File: src/rtl/pwm_pkg.sv
// Shared PWM definitions used by the multi-channel generator and future PWM blocks.
//   pwm_mode_t : counting style of the period counter (edge- or center-aligned)
//   pwm_dir_t  : count direction, only meaningful in center-aligned mode
package pwm_pkg;

  typedef enum logic {PWM_EDGE, PWM_CENTER} pwm_mode_t;

  typedef enum logic {DIR_UP, DIR_DOWN} pwm_dir_t;

endpackage

File: src/rtl/pwm_period_counter.sv
// Shared period counter for the PWM channels.
// Ports:
//   clk, rst      : clock, synchronous active-high reset
//   enable        : 1 = count, 0 = hold at zero (mode follows center_mode every cycle)
//   max_value     : top count of the period, sampled live
//   center_mode   : requested counting style, takes effect at the next wrap
//   cnt           : current count value
//   wrap          : high in the cycle whose rising edge reloads cnt with 0 while enabled
module pwm_period_counter
  import pwm_pkg::*;
#(
  parameter int unsigned BIT_WIDTH = 8
) (
  input  logic                 clk,
  input  logic                 rst,
  input  logic                 enable,
  input  logic [BIT_WIDTH-1:0] max_value,
  input  logic                 center_mode,
  output logic [BIT_WIDTH-1:0] cnt,
  output logic                 wrap
);

  logic [BIT_WIDTH-1:0] cnt_q, cnt_d;
  pwm_dir_t             dir_q, dir_d;
  pwm_mode_t            mode_q, mode_d;
  logic                 wrap_d;

  always_comb begin
    cnt_d  = cnt_q;
    dir_d  = dir_q;
    mode_d = mode_q;
    wrap_d = 1'b0;
    if (!enable) begin
      cnt_d  = '0;
      dir_d  = DIR_UP;
      mode_d = pwm_mode_t'(center_mode);
    end else begin
      if (mode_q == PWM_EDGE) begin
        // >= also catches a count left above a freshly lowered max_value
        if (cnt_q >= max_value) wrap_d = 1'b1;
        else                    cnt_d  = cnt_q + BIT_WIDTH'(1);
      end else if (dir_q == DIR_UP) begin
        if (cnt_q < max_value) begin
          cnt_d = cnt_q + BIT_WIDTH'(1);
        end else if ((cnt_q == max_value) && (max_value > BIT_WIDTH'(1))) begin
          cnt_d = max_value - BIT_WIDTH'(1);
          dir_d = DIR_DOWN;
        end else begin
          // max_value of 0 or 1 has no down-count; above max_value means it was lowered
          wrap_d = 1'b1;
        end
      end else begin
        if (cnt_q <= BIT_WIDTH'(1)) wrap_d = 1'b1;
        else                        cnt_d  = cnt_q - BIT_WIDTH'(1);
      end

      if (wrap_d) begin
        cnt_d  = '0;
        dir_d  = DIR_UP;
        mode_d = pwm_mode_t'(center_mode);
      end
    end
  end

  always_ff @(posedge clk) begin
    if (rst) begin
      cnt_q  <= '0;
      dir_q  <= DIR_UP;
      mode_q <= PWM_EDGE;
    end else begin
      cnt_q  <= cnt_d;
      dir_q  <= dir_d;
      mode_q <= mode_d;
    end
  end

  assign cnt  = cnt_q;
  assign wrap = wrap_d;

endmodule

File: src/rtl/pwm_multi_channel.sv
// Multi-channel PWM generator: NUM_CH outputs share one period counter, each with its
// own shadowed duty word that is applied only at period boundaries.
// Ports:
//   clk, rst      : clock, synchronous active-high reset
//   enable        : 1 = run, 0 = idle (outputs equal invert, no period_start)
//   max_value     : top count of the period (live)
//   center_mode   : 0 = edge-aligned, 1 = center-aligned, latched at period boundary
//   invert        : per-channel output polarity
//   duty_load     : one-cycle strobe capturing duty_in into the pending shadow
//   duty_in       : packed duty words, channel i at [i*BIT_WIDTH +: BIT_WIDTH]
//   pwm_out       : registered PWM outputs
//   period_start  : registered pulse aligned with the output for cnt = 0
module pwm_multi_channel
  import pwm_pkg::*;
#(
  parameter int unsigned BIT_WIDTH = 8,
  parameter int unsigned NUM_CH    = 4
) (
  input  logic                          clk,
  input  logic                          rst,
  input  logic                          enable,
  input  logic [BIT_WIDTH-1:0]          max_value,
  input  logic                          center_mode,
  input  logic [NUM_CH-1:0]             invert,
  input  logic                          duty_load,
  input  logic [NUM_CH*BIT_WIDTH-1:0]   duty_in,
  output logic [NUM_CH-1:0]             pwm_out,
  output logic                          period_start
);

  logic [BIT_WIDTH-1:0] cnt;
  logic                 wrap;
  logic                 xfer;

  logic [NUM_CH-1:0][BIT_WIDTH-1:0] duty_pend_q, duty_pend_d;
  logic [NUM_CH-1:0][BIT_WIDTH-1:0] duty_act_q, duty_act_d;
  logic                             pend_flag_q, pend_flag_d;
  logic                             period_start_q, period_start_d;

  pwm_period_counter #(
    .BIT_WIDTH (BIT_WIDTH)
  ) u_counter (
    .clk         (clk),
    .rst         (rst),
    .enable      (enable),
    .max_value   (max_value),
    .center_mode (center_mode),
    .cnt         (cnt),
    .wrap        (wrap)
  );

  // While idle there is no period in progress, so shadow contents move through at once.
  assign xfer = wrap | ~enable;

  always_comb begin
    duty_pend_d = duty_pend_q;
    duty_act_d  = duty_act_q;
    pend_flag_d = pend_flag_q;
    if (duty_load) begin
      duty_pend_d = duty_in;
      if (xfer) begin
        duty_act_d  = duty_in;
        pend_flag_d = 1'b0;
      end else begin
        pend_flag_d = 1'b1;
      end
    end else if (xfer && pend_flag_q) begin
      duty_act_d  = duty_pend_q;
      pend_flag_d = 1'b0;
    end
  end

  // Registered alongside pwm_out, so it lines up with the output for cnt = 0.
  always_comb begin
    period_start_d = enable & (cnt == '0);
  end

  always_ff @(posedge clk) begin
    if (rst) begin
      duty_pend_q    <= '0;
      duty_act_q     <= '0;
      pend_flag_q    <= 1'b0;
      period_start_q <= 1'b0;
    end else begin
      duty_pend_q    <= duty_pend_d;
      duty_act_q     <= duty_act_d;
      pend_flag_q    <= pend_flag_d;
      period_start_q <= period_start_d;
    end
  end

  assign period_start = period_start_q;

  for (genvar g = 0; g < NUM_CH; g++) begin : g_ch
    logic pwm_q, pwm_d;

    always_comb begin
      pwm_d = invert[g];
      if (enable) pwm_d = (cnt < duty_act_q[g]) ^ invert[g];
    end

    always_ff @(posedge clk) begin
      if (rst) pwm_q <= 1'b0;
      else     pwm_q <= pwm_d;
    end

    assign pwm_out[g] = pwm_q;
  end

endmodule

File: config.mk
export PLATFORM = sky130hd
export DESIGN_NAME = pwm_multi_channel
export DESIGN_NICKNAME = d
export VERILOG_FILES = /design/src/rtl/pwm_pkg.sv /design/src/rtl/pwm_period_counter.sv /design/src/rtl/pwm_multi_channel.sv
export SDC_FILE = /design/constraint.sdc
export NUM_CORES = 1
export LEC_CHECK = 0
export CORE_ASPECT_RATIO = 0.8
export CORE_UTILIZATION = 58
export DETAILED_ROUTE_END_ITERATION = 10
export DONT_BUFFER_PORTS = 1
export PLACE_DENSITY = 0.76
export RECOVER_POWER = 50
export SLEW_MARGIN = 5
export SYNTH_ARGS = -nofsm -noshare
export SYNTH_HDL_FRONTEND = slang
export SYNTH_HIERARCHICAL = 1
export SYNTH_SLANG_ARGS = --single-unit
File: constraint.sdc
create_clock -name clk -period 2.7 [get_ports clk]
set_clock_uncertainty 0.15 [all_clocks]
set_input_delay 0.54 -clock clk [delete_from_list [all_inputs] [get_ports clk]]
set_output_delay 0.54 -clock clk [all_outputs]
set_load 0.05 [all_outputs]
==> results of run 1 <==
## worst max path at each step
stage | to | slack (ps) | start
floorplan | duty_act_q[10] | -70 | max_value[4]
global placement | duty_act_q[12] | -220 | max_value[4]
detailed placement | duty_act_q[29] | -270 | max_value[4]
CTS | duty_act_q[24] | -30 | u_counter/cnt[2]
global route | duty_act_q[4] | -110 | u_counter/cnt[3]
finish | duty_act_q[24] | -2 | u_counter/cnt[2]
## cell usage after synthesis (4+ instances only)
library cell  instances  area share [%]
buf_2                 5            0.56
o21a_1                4            0.67
mux2i_1              34             7.6
nor3b_1               4            0.67
buf_6                 4             1.0
dfxtp_1              80              36
ha_1                 41              11
o31ai_1               6             1.0
xnor2_1               9             1.8
o211ai_1              6             1.0
a211oi_1             11             1.8
nand3_1              14             1.6
inv_1                48             4.0
clkbuf_1             12             1.0
a211oi_2             28             7.8
nor2_1               74             6.2
a21oi_1               8            0.89
nor4_1                5            0.70
xor2_1                6             1.2
buf_4                 9             1.5
a221oi_1              4            0.78
o2111ai_1             8             1.6
o311ai_0              5            0.97
nand2_1              15             1.3
and4b_1               4            0.89
or4_1                 6             1.0
## cell families after synthesis
kind of cell / after synthesis
AO/OA/AOI/OAI: 95
XOR/XNOR: 15
adder cells (fa/ha/maj): 41
buffers and inverters: 79
flip-flops: 80
multiplexers: 34
AND/OR/NAND/NOR: 141
## sequential cells by signal, indices dropped and copies added, names as in the netlist
| signal | flops |
|---|---|
| period_start | 1 |
| pend_flag_q | 1 |
| g_ch.pwm_q | 4 |
| u_counter/dir_q | 1 |
| u_counter/cnt | 8 |
| duty_act_q | 32 |
| u_counter/mode_q | 1 |
| duty_pend_q | 32 |
## worst max-delay path, cell delays in order (launching register included)
cell	delay (ps)
dfxtp_2	330
or4_4	540
or4_4	530
o311ai_2	100
and3_1	230
inv_2	50
a21oi_4	160
buf_12	150
buf_12	130
nor2_1	60
a211oi_2	190
## area by class of cell
cell class / count / area, um2
clock buffer: 11 / 151
fill: 609 / 2320
clock inverter: 4 / 53.8
sequential: 80 / 1600
tap: 105 / 131
multi-input combinational: 326 / 2560
inverter: 48 / 180
timing repair buffer: 49 / 457
## per-layer routing
metal / vias to the layer above / global-route usage [%] / part of all wire [%]
li1: 1789 / - / -
met1: 1734 / 33.2 / 44
met2: 123 / 43.4 / 47
met3: 21 / 4.73 / 6.5
met4: 0 / 10.0 / 2.2
met5: - / 0 / 0
## per-stage QoR
step	util, %	worst slack [ps]	cells
2_1_floorplan	-	-67.8	485
3_3_place_gp	63.9	-217	600
3_5_place_dp	63.9	-269	600
4_1_cts	67.0	-25.7	616
5_1_grt	68.8	-105	623
6_report	68.8	-2.23	623
## power breakdown
part           total, W  switching (W)  internal, W  leakage, nW
logic          0.000389       0.000203     0.000186         1.41
registers       0.00132      0.0000609      0.00126        0.660
clock network  0.000903       0.000429     0.000474       0.0976
## timing repair
item | CTS | global route
gates resized for setup | 1 | 11
pin swaps | 3 | 23
cloned | 1 | 5
setup buffers | 0 | 2
setup endpoints to repair | 4 | 32
==> impl_results.md, run 1 <==
* Slew margin rel. at 40.6%
* Mapped Cells at 485
* Sequential fraction of the synthesis area at 35.6%
* Ports at 54
* CTS clk-pin slew, worst paths at 80 ps
* Distinct cells, synth at 49
* Avg WL per Cell at 17.3 um
* Post-synthesis compound-gate area fraction at 19.2%
* Placed inst area at 0.00477 mm2
* Synthesized-area fraction occupied by adder cells at 11.4%
* Hold Path Origin: rst
* Std-Cell Rows at 28
* Largest buffer count on any clock path at 2
* Share of layout cells above drive strength 1 at 21.2%
* Critical path peak fanout at 8
* Status: complete, but fails checks
* Final WS setup at -2.23 ps
* R2R Path Start: u_counter/cnt[2]
* CP arrival at 2830 ps
* Diode count at 0
* Final setup violation count at 2
* DPL Wire Length at 6.99 mm
* Nets@finish at 604
* Core area at 0.00746 mm2
* Final Hold Slack at 96.0 ps
* Flops & latches, synth at 80
* Unrepaired setup endpoints after global routing: true
* Die H at 80.8 um
* WHS Path Cells at 1
* Crit start category: flip-flop
* Most frequent cells in the layout: dfxtp_1 (78), nor2_1 (70), inv_1 (47), ha_1 (41), buf_4 (39)
* Fin. Hold Viols at 0
* CTS tree: done
* Pins Over Slew Limit at 0
* RePlAce Congestion at 0.901
* Vias in the first global route at 3426
* # DRC at 0
* Via count at 3667
* Worst-margin pin slew at 892 ps
* Synth Area in XOR/XNOR at 2.92%
* Worst skew pair latency at 360 ps
* Tot GR Track Use at 25.8%
* Cell Area, Synth at 0.00450 mm2
* Reg2reg setup slack at -2 ps
* Via-to-Cell Ratio at 5.89
* DR pass1 iterations at 4
* CTS root buf: clkbuf_8
* Ys async rst share at 0%
* Layout area overhead at 14.2%
* R2R Path End: duty_act_q[24]
* Simple-gate area share of the yosys netlist at 15.1%
* Pwr/cell area at 508 mW/mm2
* First-pass GRT wire length at 16.1 mm
* Crit end category: flip-flop
* Largest net degree at the start of global routing at 77
* LEAKAGE at 2.17 nW
* Tot Pwr at 0.00261 W
* Overflow after GRT at 0
* Hold bufs inserted after CTS at 0
* Fmax at 370 MHz
* Final period util at 100%
* Cells on worst reg2reg path at 10
* Max-Cap Viols at 0
* Total negative slack at -3.90 ps
* CTS sink count at 80
* Required @ worst endpoint at 2830 ps
* DRT Wirelength at 10.8 mm
* Post-synthesis mux area share at 7.57%
* Starting Density at 60.3%
* Die Footprint at 0.00811 mm2
* Detail Route Antenna Nets at 0
* Design area at 0.00514 mm2
* Number of synthesized flops with an enable pin at 0
* Failing checks: setup timing
* Die X at 100 um
* YS warnings at 6
* H-tree Lvls at 3
* HP Class: in -> reg
* Hold Path End: duty_act_q[25]
* Commonest non-fill, non-tap cell in the layout: dfxtp_1
* VDD IR max at 386 uV
* Setup Crit Path Kind: reg -> reg
* Avg Cell Area, Syn at 9.27 um2
* Initial antenna violation count at 0
* Top FF cell, synth: dfxtp_1
* PortBufs at 0
* Fin crit period at 2700 ps
* Initial DRC count at 236
* CTS buffer count at 9
* Syn nets at 575
* Largest family of logic cells by synthesized area: compound AO/OA/AOI/OAI gates
Note: power is estimated with default switching activity, not from simulation.
==> inputs of run 2 (changes only) <==
- GPL_TIMING_DRIVEN: unset -> 0
- SKIP_LAST_GASP: unset -> 1
- TNS_END_PERCENT: unset -> 5
==> run 2 against run 1 <==
Compared with the run above:
- the flow still finishes with violations (setup timing)
- register-to-register slack about the same
- via count increased by 2.8%
- core utilization increased by 1.3 points
- combinational power increased by 19%
- largest cell class unchanged
- largest power group unchanged
==> impl_results.md, run 2 (synthesized netlist as in run 1, its figures left out) <==
* Avg WL per Cell at 17.7 um (+2.3%)
* Required @ worst endpoint at 2830 ps (about the same)
* M1 WL at 4.80 mm (+0.65%)
* CTS clk-pin slew, worst paths at 80 ps (about the same)
* DRT Wirelength at 11.0 mm (+2.6%)
* Max-Cap Viols at 0 (unchanged)
* CTS sink count at 80 (unchanged)
* Sw Ratio at 26.1% (-0.53 points)
* R2R Path Start: u_counter/cnt[3]
* CP arrival at 2840 ps (about the same)
* Detail Route Antenna Nets at 0 (unchanged)
* Wire length on met2 at 5.13 mm (+1.7%)
* Ports at 54 (unchanged)
* Std-Cell Rows at 28 (unchanged)
* Sequential power share at 44.9% (-5.6 points)
* Die H at 80.8 um (unchanged)
* Nets@finish at 605 (+0.17%)
* Logic gate share of total power at 16.1% (+1.2 points)
* Worst skew pair latency at 360 ps (about the same)
* CTS tree: done
* Via count at 3769 (+2.8%)
* # DRC at 0 (unchanged)
* Fin util at 70.1% (+1.3 points)
* Unrepaired setup endpoints after global routing: true
* Sw Pwr at 0.000744 W (+7.3%)
* Final WS setup at -17.1 ps (-14.8 ps)
* Internal at 0.00211 W (+10%)
* Pwr/cell area at 546 mW/mm2 (+7.5%)
* Final setup violation count at 3 (+1)
* Critical path peak fanout at 4 (-4)
* Die X at 100 um (unchanged)
* Die Footprint at 0.00811 mm2 (unchanged)
* H-tree Lvls at 3 (unchanged)
* LEAKAGE at 2.18 nW (+0.24%)
* Fin. Hold Viols at 0 (unchanged)
* Largest buffer count on any clock path at 2 (unchanged)
* Diode count at 0 (unchanged)
* Crit end category: flip-flop
* VDD IR max at 547 uV (+42%)
* Tot GR Track Use at 28.0% (+2.1 points)
* Final period util at 101% (+0.55 points)
* Initial DRC count at 212 (-10%)
* Highest metal used: met4
* Met3 routed WL at 858 um (+23%)
* Vias in the first global route at 3584 (+4.6%)
* Failing checks: setup timing
* CTS root buf: clkbuf_8
* CTS buffer count at 9 (unchanged)
* Hold Path Origin: rst
* Worst-margin pin slew at 772 ps (-119 ps)
* DR pass1 iterations at 7 (+3)
* FILL cells at 599 (-1.6%)
* CP Launch Point: u_counter/cnt[3]
* Final Hold Slack at 91.9 ps (-4.10 ps)
* Core area at 0.00746 mm2 (unchanged)
* Slew margin rel. at 48.5% (+8.0 points)
* Commonest non-fill, non-tap cell in the layout: dfxtp_1
* Setup Crit Path Kind: reg -> reg
* Hold bufs inserted after CTS at 0 (unchanged)
* Initial antenna violation count at 0 (unchanged)
* First-pass GRT wire length at 17.2 mm (+6.5%)
* PortBufs at 0 (unchanged)
* Crit start category: flip-flop
* Pins Over Slew Limit at 0 (unchanged)
* Fmax at 368 MHz (-0.55%)
* Fin crit period at 2720 ps (+14.8 ps)
* Largest net degree at the start of global routing at 14 (-82%)
* Clock share of power at 39.0% (+4.4 points)
* HP Class: in -> reg
* Most frequent cells in the layout: dfxtp_1 (72), nor2_1 (69), inv_1 (46), ha_1 (40), mux2i_1 (34)
* Via-to-Cell Ratio at 6.03 (+2.5%)
* DPL Wire Length at 7.41 mm (+6.1%)
* Layout area overhead at 16.3%
* RePlAce Congestion at 0.861 (-4.5%)
* Status: complete, but fails checks
* Starting Density at 60.3% (unchanged)
* Overflow after GRT at 0 (unchanged)
* Share of layout cells above drive strength 1 at 21.5% (+0.30 points)
## run 2: changes by cell type in the layout (fill, tap and decap cells not counted), sizes merged
| cell | before | now |
|---|---|---|
| buf | 45 | 34 |
| clkinv | 1 | 0 |
| clkinvlp | 2 | 0 |
| inv | 48 | 49 |
| bufinv | 1 | 3 |
| clkbuf | 15 | 28 |
## run 2: path summary, 6_finish.rpt
path	slack, ps	endpoint	cells past startpoint
setup reg to reg	-20	duty_act_q[30]	10
hold / removal	90	u_counter/mode_q	1
hold reg to reg	360	duty_pend_q[30]	2
setup / recovery	-20	duty_act_q[30]	10
## run 2: repair_timing
action / in CTS / in global routing
pin swaps: 5 / 23
resized for setup: 26 / 17
buffers inserted: 15 / 1
endpoints found under the hold margin: 0 / 0
endpoints found under the setup margin: 42 / 32
cloned: 0 / 3
## run 2: cell type report
class	instances	area [um2]	share of cell area, %
clock buffers	12	155	2.97
clock inverters	4	98.8	1.89
plain buffers	31	226	4.33
well taps	105	131	2.51
repair buffers	19	208	3.97
multi-input cells	326	2600	49.7
flip-flops and latches	80	1630	31.2
inverters	48	183	3.49
## run 2: routing by layer
layer	track usage (%)	up-vias
met2	45.3	165
met3	5.77	27
met4	11.7	0
li1	-	1794
met1	36.6	1783
met5	0	-
## run 2: worst max-delay path, stage by stage, from the launching register on
cell and delay, ps:
dfxtp_4 350, or4_4 530, or4_4 530, o311ai_4 100, and3_4 240, inv_2 40
a21oi_4 160, buf_6 150, buf_4 110, nor2_1 30, a211oi_1 210
## run 2: power by group through the flow
stage / registers, W / logic, W / clock network (W)
floorplan: 0.00131 / 0.000337 / 0
global placement: 0.00132 / 0.000394 / 0
detailed placement: 0.00132 / 0.000406 / 0
CTS: 0.00128 / 0.000435 / 0.00112
global route: 0.00129 / 0.000503 / 0.00117
finish: 0.00128 / 0.000461 / 0.00111
## run 2: metrics by stage
step           setup TNS (ps)  power [W]  setup slack [ps]  instances  area [um2]
6_report                -22.2    0.00285             -17.1        625        5230
5_1_grt                 -1070    0.00297             -70.3        625        5230
4_1_cts                 -11.8    0.00284             -9.89        621        5090
3_5_place_dp           -22530    0.00173              -708        590        4640
3_3_place_gp           -20670    0.00171              -624        590        4640
2_1_floorplan           -2070    0.00165             -70.9        485        4510
==> inputs of run 3 (changes only) <==
- CELL_PAD_IN_SITES_DETAIL_PLACEMENT: unset -> 1
- CELL_PAD_IN_SITES_GLOBAL_PLACEMENT: unset -> 1
- CORE_UTILIZATION: 58 -> 44
- HOLD_SLACK_MARGIN: unset -> 0.1
- PLACE_DENSITY: 0.76 -> unset
- PLACE_DENSITY_LB_ADDON: unset -> 0.1
==> run 3 against run 2 <==
Compared with the run above:
- worst setup slack worse by 150 ps
- critical path depth grew 6
- worst hold slack better by 51 ps
- count of clock-buffer cells in the layout unchanged
- highest routed layer is now met5
- the flow still finishes with violations (setup timing)
==> impl_results.md, run 3 (synthesized netlist as in run 1, its figures left out) <==
* PortBufs at 0 (unchanged)
* Die H at 92.4 um (+14%)
* Unrepaired setup endpoints after global routing: true
* HP Class: in -> reg
* Diode count at 0 (unchanged)
* Initial DRC count at 182 (-14%)
* Most frequent cell on the critical path: nor2_2
* Commonest non-fill, non-tap cell in the layout: dfxtp_1
* Critical-path cell list: clkbuf_8 > clkinvlp_4 > ha_4 > nor2b_1 > o211ai_1 > a21oi_2 > nor2_2 > o311ai_1 > and3_1 > inv_2 > a21oi_4 > buf_12 > buf_8 > buf_16 > nor2_2 > a211oi_2
* Starting Density at 46.0% (-14 points)
* Crit start category: flip-flop
* Detail Route Antenna Nets at 0 (unchanged)
* Final setup violation count at 32 (+29)
* DPL Wire Length at 8.59 mm (+16%)
* Overflow after GRT at 0 (unchanged)
* Largest net degree at the start of global routing at 16 (+2)
* Final WS setup at -164 ps (-147 ps)
* Most frequent cells in the layout: dfxtp_1 (72), nor2_1 (69), inv_1 (46), ha_1 (40), mux2i_1 (34)
* Largest buffer count on any clock path at 2 (unchanged)
* Final period util at 106% (+5.4 points)
* Worst skew pair latency at 330 ps (-30 ps)
* H-tree Lvls at 3 (unchanged)
* Fmax at 349 MHz (-5.1%)
* Fin util at 54.8% (-15 points)
* CP Launch Point: u_counter/cnt[0]
* CTS tree: done
* Nets@finish at 608 (+0.50%)
* DR pass1 iterations at 5 (-2)
* FILL cells at 1131 (+89%)
* Max-Cap Viols at 0 (unchanged)
* CTS buffer count at 9 (unchanged)
* CTS clk-pin slew, worst paths at 60 ps (-20 ps)
* Setup Crit Path Kind: reg -> reg
* Sw Ratio at 25.3% (-0.75 points)
* Ports at 54 (unchanged)
* RePlAce Congestion at 0.803 (-6.7%)
* Clock share of power at 43.2% (+4.2 points)
* Pins Over Slew Limit at 0 (unchanged)
* Required @ worst endpoint at 2800 ps (-30 ps)
* R2R Path Start: u_counter/cnt[0]
* First-pass GRT wire length at 20.4 mm (+19%)
* Core area at 0.00977 mm2 (+31%)
* Fin crit period at 2860 ps (+147 ps)
* Die X at 115 um (+15%)
* CTS sink count at 80 (unchanged)
* Layout area overhead at 18.9%
* Via-to-Cell Ratio at 5.61 (-7.0%)
* Sw Pwr at 0.000782 W (+5.2%)
* Share of layout cells above drive strength 1 at 20.3% (-1.3 points)
* Final Hold Slack at 143 ps (+50.7 ps)
* Avg WL per Cell at 19.1 um (+7.9%)
* CP arrival at 2970 ps (+130 ps)
* Crit end category: flip-flop
* Internal at 0.00231 W (+9.4%)
* Status: complete, but fails checks
* Logic gate share of total power at 15.1% (-1.0 points)
* Pwr/cell area at 578 mW/mm2 (+6.0%)
* VDD IR max at 337 uV (-38%)
* Fin. Hold Viols at 0 (unchanged)
* Failing checks: setup timing
* Tot GR Track Use at 25.1% (-2.9 points)
* Std-Cell Rows at 32 (+14%)
* Via count at 3694 (-2.0%)
* DRT Wirelength at 12.6 mm (+14%)
* # DRC at 0 (unchanged)
* Die Footprint at 0.0106 mm2 (+31%)
* Slew margin rel. at 47.6% (-0.90 points)
* Slowest CP cell: dfxtp_4
* Initial antenna violation count at 1 (+1)
* Vias in the first global route at 3902 (+8.9%)
* Hold Path Origin: rst
* Critical path peak fanout at 5 (+1)
* CTS root buf: clkbuf_16
* Sequential power share at 41.7% (-3.2 points)
* Hold bufs inserted after CTS at 0 (unchanged)
* LEAKAGE at 2.21 nW (+1.4%)
* Worst-margin pin slew at 779 ps (+6.79 ps)
* Max stage delay on crit path at 360 ps (-170 ps)
==> run 3: cell count changes in the layout (fill, tap and decap cells not counted), sizes merged <==
cell,delta
bufinv,-1
inv,-2
clkbuf,+2
clkinv,+1
clkinvlp,+2
buf,+1
==> run 3: power groups by stage <==
stage | Sequential (W) | Combinational [W] | Clock [W]
floorplan | 0.00131 | 0.000337 | 0
finish | 0.00129 | 0.000468 | 0.00134
detailed placement | 0.00132 | 0.000418 | 0
global route | 0.00130 | 0.000514 | 0.00142
CTS | 0.00129 | 0.000469 | 0.00137
global placement | 0.00132 | 0.000401 | 0
==> run 3: what timing repair did <==
action	in CTS	in global routing
resized for setup	43	0
buffers inserted	16	4
pin swaps	13	6
hold endpoints to repair	0	0
setup endpoints to repair	42	38
gates cloned	3	0
==> run 3: final timing paths <==
check                                        end  slack, ps  depth (start not counted)
worst max-delay path              duty_act_q[24]       -160                         16
worst min-delay path            u_counter/mode_q        140                          1
worst max register to register    duty_act_q[24]       -160                         16
worst min register to register    duty_pend_q[2]        350                          2
==> run 3: worst max-delay path, delay by kind of cell (launching register included) <==
family / cells / cell delay, ps
AOI/OAI and AO/OA: 5 / 860
adders and majority gates: 1 / 210
buffers and inverters: 6 / 740
and+or+nand+nor: 4 / 450
DFF: 1 / 360
==> run 3: metal layers <==
layer	part of all wire (%)	up-vias	GRT usage, %
met5	0.064	-	0
met4	1.0	2	5.63
met3	4.2	18	4.45
met2	48	74	42.4
met1	47	1807	33.1
li1	-	1793	-
==> run 3: final cells by class <==
| type | instances | area [um2] | share of cell area [%] |
|---|---|---|---|
| Tap cell | 136 | 170 | 3.18 |
| Timing Repair Buffer | 23 | 260 | 4.87 |
| Multi-Input combinational cell | 326 | 2560 | 48.0 |
| Clock buffer | 12 | 256 | 4.80 |
| Clock inverter | 4 | 76.3 | 1.43 |
| Buffer | 30 | 210 | 3.93 |
| Inverter | 48 | 184 | 3.44 |
| Sequential cell | 80 | 1630 | 30.4 |
==> run 3: stage by stage <==
step / std cells / setup slack, ps / TNS [ps] / total power, W / cell area, um2
after floorplan: 485 / -70.9 / -2070 / 0.00165 / 4510
after global placement: 621 / -695 / -23760 / 0.00172 / 4680
after detailed placement: 621 / -798 / -25960 / 0.00174 / 4680
after CTS: 655 / -102 / -2730 / 0.00312 / 5340
after global routing: 659 / -299 / -9140 / 0.00323 / 5350
final: 659 / -164 / -4490 / 0.00309 / 5350
